<file path="src/rtl/upc_checkout.sv">
// Checkout-lane scan controller: table lookup of {code, mark}, registered D/S flags,
// saturating item/discount tallies and a sticky theft alarm. Optional macro: UPC_ALARM_HOLD_EN.
module upc_checkout #(
    parameter int CODE_W = 3,
    parameter int CNT_W  = 8,
    parameter logic [2**(CODE_W+1)-1:0] DISC_TABLE   = 16'h1C40,
    parameter logic [2**(CODE_W+1)-1:0] STOLEN_TABLE = 16'h0501
) (
    input  logic              clk,
    input  logic              reset_n,
    input  logic              scan_valid,
    output logic              scan_ready,
    input  logic [CODE_W-1:0] code,
    input  logic              mark,
    input  logic              checkout,
    input  logic              clear,
    output logic              D,
    output logic              S,
    output logic [CNT_W-1:0]  item_count,
    output logic [CNT_W-1:0]  disc_count,
    output logic              alarm,
    output logic              done
);

    localparam logic [CNT_W-1:0] CNT_MAX = '1;

    typedef enum logic [1:0] {
        IDLE,
        SCAN,
        ALARM,
        DONE
    } state_t;

    state_t            state;
    state_t            state_next;
    logic [CODE_W:0]   idx;
    logic              d_next;
    logic              s_next;
    logic              accept;

    assign idx    = {code, mark};
    assign d_next = DISC_TABLE[idx];
    assign s_next = STOLEN_TABLE[idx];
    assign accept = scan_valid & scan_ready;
    assign done   = (state == DONE);

    // A pending clear blocks acceptance so the cleared transaction starts empty.
    always_comb begin
        scan_ready = 1'b0;
        case (state)
            IDLE:  scan_ready = 1'b1;
            SCAN:  scan_ready = 1'b1;
            ALARM: begin
`ifdef UPC_ALARM_HOLD_EN
                scan_ready = 1'b0;
`else
                scan_ready = 1'b1;
`endif
            end
            default: scan_ready = 1'b0;
        endcase
        if (clear) begin
            scan_ready = 1'b0;
        end
    end

    always_comb begin
        state_next = state;
        if (clear) begin
            state_next = IDLE;
        end else begin
            case (state)
                IDLE: begin
                    if (accept) begin
                        state_next = s_next ? ALARM : SCAN;
                    end
                    if (checkout) begin
                        state_next = DONE;
                    end
                end
                SCAN: begin
                    if (accept && s_next) begin
                        state_next = ALARM;
                    end
                    if (checkout) begin
                        state_next = DONE;
                    end
                end
                ALARM: begin
                    if (checkout) begin
                        state_next = DONE;
                    end
                end
                default: state_next = DONE;
            endcase
        end
    end

    always_ff @(posedge clk or negedge reset_n) begin
        if (!reset_n) begin
            state <= IDLE;
        end else begin
            state <= state_next;
        end
    end

    // Tallies saturate rather than wrap so a long transaction never looks short.
    always_ff @(posedge clk or negedge reset_n) begin
        if (!reset_n) begin
            D          <= 1'b0;
            S          <= 1'b0;
            item_count <= '0;
            disc_count <= '0;
            alarm      <= 1'b0;
        end else if (clear) begin
            D          <= 1'b0;
            S          <= 1'b0;
            item_count <= '0;
            disc_count <= '0;
            alarm      <= 1'b0;
        end else if (accept) begin
            D <= d_next;
            S <= s_next;
            if (item_count != CNT_MAX) begin
                item_count <= item_count + 1'b1;
            end
            if (d_next && (disc_count != CNT_MAX)) begin
                disc_count <= disc_count + 1'b1;
            end
            if (s_next) begin
                alarm <= 1'b1;
            end
        end
    end

endmodule

</file>
<file path="config.mk">
export PLATFORM = sky130hd
export DESIGN_NAME = upc_checkout
export DESIGN_NICKNAME = d
export VERILOG_FILES = /design/src/rtl/upc_checkout.sv
export SDC_FILE = /design/constraint.sdc
export NUM_CORES = 1
export LEC_CHECK = 0
export BUFFER_PORTS_ARGS = -buffer_cell sky130_fd_sc_hd__buf_2
export CAP_MARGIN = 10
export CELL_PAD_IN_SITES_DETAIL_PLACEMENT = 1
export CELL_PAD_IN_SITES_GLOBAL_PLACEMENT = 1
export CORE_MARGIN = 2
export CORE_UTILIZATION = 40
export CTS_CLUSTER_SIZE = 10
export DETAILED_ROUTE_END_ITERATION = 6
export PLACE_DENSITY_LB_ADDON = 0.1
export SYNTH_ARGS = -nofsm -noshare
export SYNTH_HDL_FRONTEND = slang
export SYNTH_SLANG_ARGS = --single-unit
</file>
<file path="constraint.sdc">
create_clock -name clk -period 3.5 [get_ports clk]
set_clock_uncertainty 0.1 [all_clocks]
set_input_delay 0.7 -clock clk [delete_from_list [all_inputs] [get_ports clk]]
set_output_delay 0.7 -clock clk [all_outputs]
set_load 0.05 [all_outputs]
</file>
[Word-level counts from Yosys, hierarchy flattened]
Memory sizes are Yosys's and may differ from the RTL's.
Cells that the tools add are included.
Storage, ports and cells
  register bits: 21
  bits in read-only memories: 32
  input port bits: 9
  output and inout port bits: 21
  word-level logic and storage cells: 57
  memories kept: 2
Operators by class
  $add $sub $neg: 2
  magnitude comparators: 1
  equality and inequality tests: 8
  mux-type cells: 25
  bitwise logic cells: 1
  reductions and logical operators: 12
Memory list
  (no name shown): words 16, width 1, rd ports 1, clocked after memory_dff 0, write ports 0, RTL line 43  | assign s_next = STOLEN_TABLE[idx];
  (no name shown): words 16, width 1, rd ports 1, clocked after memory_dff 0, write ports 0, RTL line 42  | assign d_next = DISC_TABLE[idx];
Operator list (number)
  $mux W8: 6
  $add A8 B1 Y8 const B: 2
  $ne A8 B8 Y1 const B: 2
  $mux W2: 7
  $mux W1: 11
  $ne A4 B4 Y1 const B: 2
  $reduce_bool A2 Y1: 4
  $pmux W2 S3: 1
  $reduce_and A2 Y1: 3
  $lt A4 B5 Y1 const B: 1
  $eq A2 B2 Y1 const B: 2
  $ne A3 B3 Y1 const B: 1
  $reduce_and A3 Y1: 1
  $reduce_or A3 Y1: 1
  $eq A2 B1 Y1 const B: 1
  $logic_and A1 B1 Y1: 2
  $logic_not A2 Y1: 1
  $and A1 B1 Y1: 1

[Logic depth before layout (Yosys ltp)]
  depth in word-level cells: 10
  mapped depth: 5
  gate-level depth less buffers: 5

[Worst setup path after synthesis]
No wires, ideal clock.
  path type: in2out
  start point: input port clear
  end point: output port scan_ready
  arrival time: 1.715 ns
  data required time: 2.700 ns
  path slack: 0.985 ns
  cell stages on the path: 3
  buffers on the path: 2
  path through: clkbuf_1 > clkbuf_1 > nor2_1
Between the ends
  cells in the longest elaborated chain, start to end: 1
Ends and longest elaborated chain
  start: declaration: RTL line 16  | input logic clear,
  $mux W1: RTL line 62  | if (clear) begin
  end: declaration: RTL line 12  | output logic scan_ready,
No other way between the ends.

[Final worst setup path]
Same ends and word-level chain as after synthesis.

==> impl_metrics.json <==
{
  "status": "completed",
  "dp_hpwl_um": 1921,
  "vias_per_cell": 5.770,
  "drc": 0,
  "finalWeightedCongestion": 0.7649,
  "synth_top_cell_area_share": 0.4595,
  "p_leak_nw": 0.6144,
  "crit_arrival_ns": 1.37,
  "placed_area_um2": 1309,
  "ant_nets": 0,
  "fin_nets": 159,
  "coreArea_um2": 2734,
  "first_pass_iters": 4,
  "synth_flop_cell": "dfrtp_1",
  "drive_gt1_frac": 0.2449,
  "post-cts-setup-buffer-count": 0,
  "htreeDepth": 1,
  "muxShareOfSynthArea": 0.01751,
  "finalSetupViolCount": 0,
  "grt_max_degree": 26,
  "drv_slew": 0,
  "timing.rr.start": "disc_count[0]",
  "rows": 19,
  "synth_simple_gate_area_frac": 0.2024,
  "insertion_delay_ns": 0.31,
  "grt_pass1_vias": 977,
  "layout_min_cycle_time_ns": 2.165,
  "rsz0062_at_grt": "no",
  "worst_pin_slew_ns": 0.5190,
  "register_area_um2": 525.5,
  "timing.slew.headroom": 0.6450,
  "synth-compound-area-share": 0.2385,
  "hp-class": "in2async",
  "cap_violations": 0,
  "required_ns": 2.70,
  "drt-initial-drc-count": 16,
  "min_period_over_period": 0.6186,
  "ioPinCount": 30,
  "critPathLaunchType": "primary input",
  "fin_setup_tns_ns": 0,
  "post-place-ws_ns": 1.168,
  "multi_input_area_um2": 584.3,
  "startpoint": "clear",
  "grtUsageTotal": 0.1656,
  "num_vias": 1027,
  "worstSetupPathType": "in2out",
  "path_max_fanout": 25,
  "synth_top_family_by_area": "compound AO/OA/AOI/OAI gates",
  "fin_util": 0.4888,
  "drt-total-wl_um": 2546,
  "synthArstFlopShare": 1.000,
  "ys_seq_area_frac": 0.4595,
  "synthXorXnorAreaFrac": 0.03063,
  "vdd_drop_max_v": 0.0002267,
  "cts_tree": "built",
  "fillers": 323,
  "ctsResizeCount": 0,
  "n_antenna_cell": 0,
  "start_util": 0.4183,
  "hold_viol": 0,
  "pwr_density_cell_nw_per_um2": 338.3,
  "yosys.area.top_type": "dfrtp_1",
  "synth_adder_area_share": 0.02188,
  "ys_ff_latch": 21,
  "dieArea_um2": 3303,
  "root_buffer": "clkbuf_4",
  "syn_inst": 119,
  "avgSynthCellArea_um2": 9.610,
  "synth_edf_count": 0,
  "hold-worst-slack_ns": 0.2167,
  "synth_top_cells_by_area": "dfrtp_1 46%, a21oi_1 5.7%, o31ai_1 4.6%",
  "fin_ws_ns": 1.335,
  "grt_pass1_wl_um": 4236,
  "max_clock_freq_ghz": 0.4618,
  "antenna_found_initial": 0,
  "die_y_um": 57.47,
  "cts.path.max_buffers": 2,
  "cts_hold_buffers": 0,
  "yosysMostFrequentCell": "dfrtp_1",
  "die_width_um": 57.47,
  "syn-cell-area_um2": 1144,
  "grt-ovfl-total": 0,
  "clock_sinks": 21,
  "worst_setup_path_end_kind": "primary output",
  "yosys-top-cells-count": "21 x dfrtp_1, 13 x a21oi_1, 9 x nor2_1",
  "syn_nets": 130,
  "design_area_um2": 1336,
  "ys_warn_count": 0,
  "syn2layout_area_growth_pct": 16.85,
  "clk_pin_slew_ns": 0.12,
  "port_buffers": 29,
  "synth_cell_types": 35,
  "routedWlPerCell_um": 14.30,
  "cts_buffers": 3
}
[final timing paths]
kind	end	cells past startpoint	slack, ns
setup reg to reg	disc_count[7]	5	1.39
setup / recovery	scan_ready	3	1.33
min in group clk	alarm	2	0.42
hold reg to reg	alarm	2	0.42
max in group asynchronous	disc_count[6]	1	2.76
hold / removal	state[0]	1	0.22
[cell families after synthesis]
kind of cell / after synthesis
mux: 2
simple gates: 42
fa+ha+maj: 2
buf+inv: 9
compound gates: 39
xor+xnor: 4
flops: 21
[state kept, by name, indices dropped and copies added, names as in the netlist]
name / flops
state: 2
alarm: 1
S: 1
item_count: 8
D: 1
disc_count: 8
[power breakdown]
group | switching, mW | leakage, nW | internal (mW)
clock | 0.0769 | 0.0177 | 0.0427
sequential | 0.00688 | 0.287 | 0.249
combinational | 0.0549 | 0.309 | 0.0216
total | 0.139 | 0.614 | 0.313
[area by class of cell]
cell class / instances / share of cell area
Multi-Input combinational cell: 89 / 0.4373
Sequential cell: 21 / 0.3933
Timing Repair Buffer: 29 / 0.1086
Tap cell: 31 / 0.02903
Clock buffer: 3 / 0.01685
Inverter: 4 / 0.01124
Clock inverter: 1 / 0.003745
[worst max-delay path: stages]
cell and delay [ns]:
buf_2 0.36, nor2_1 0.09, buf_2 0.22
[placed cells by master (no fill, tap or decap), drive strengths merged]
| cell type | instances |
|---|---|
| buf | 29 |
| nand2b | 2 |
| a311oi | 2 |
| a2111oi | 1 |
| o21ai | 5 |
| a21boi | 1 |
| nand3 | 6 |
| xnor2 | 3 |
| a211o | 1 |
| nand4 | 2 |
| nand2 | 6 |
| nor2b | 1 |
| a21bo | 1 |
| and4 | 2 |
| dfrtp | 21 |
| nor2 | 9 |
| and2 | 2 |
| inv | 4 |
| mux2i | 2 |
| o31ai | 7 |
| o21ba | 1 |
| o21a | 1 |
| xor2 | 1 |
| ha | 2 |
| a41o | 1 |
| a211oi | 3 |
| clkbuf | 3 |
| a21oi | 13 |
| clkinv | 1 |
| nand3b | 1 |
| and3 | 1 |
| or4 | 7 |
| nor3 | 1 |
| a2111o | 1 |
| or3 | 2 |
| a31oi | 1 |
[per-stage QoR]
| stage | cells | power (mW) |
|---|---|---|
| after floorplan | 119 | 0.3139 |
| after global placement | 174 | 0.3368 |
| after detailed placement | 174 | 0.3386 |
| after CTS | 178 | 0.4610 |
| after global routing | 178 | 0.4802 |
| final | 178 | 0.4520 |
[routing by layer]
metal,GRT usage,share of wire,up-vias
li1,-,-,509
met1,0.2178,0.49,493
met2,0.2646,0.45,20
met3,0.02041,0.037,5
met4,0.08970,0.022,0
met5,0,0,-
(Power assumes the default switching activity.)
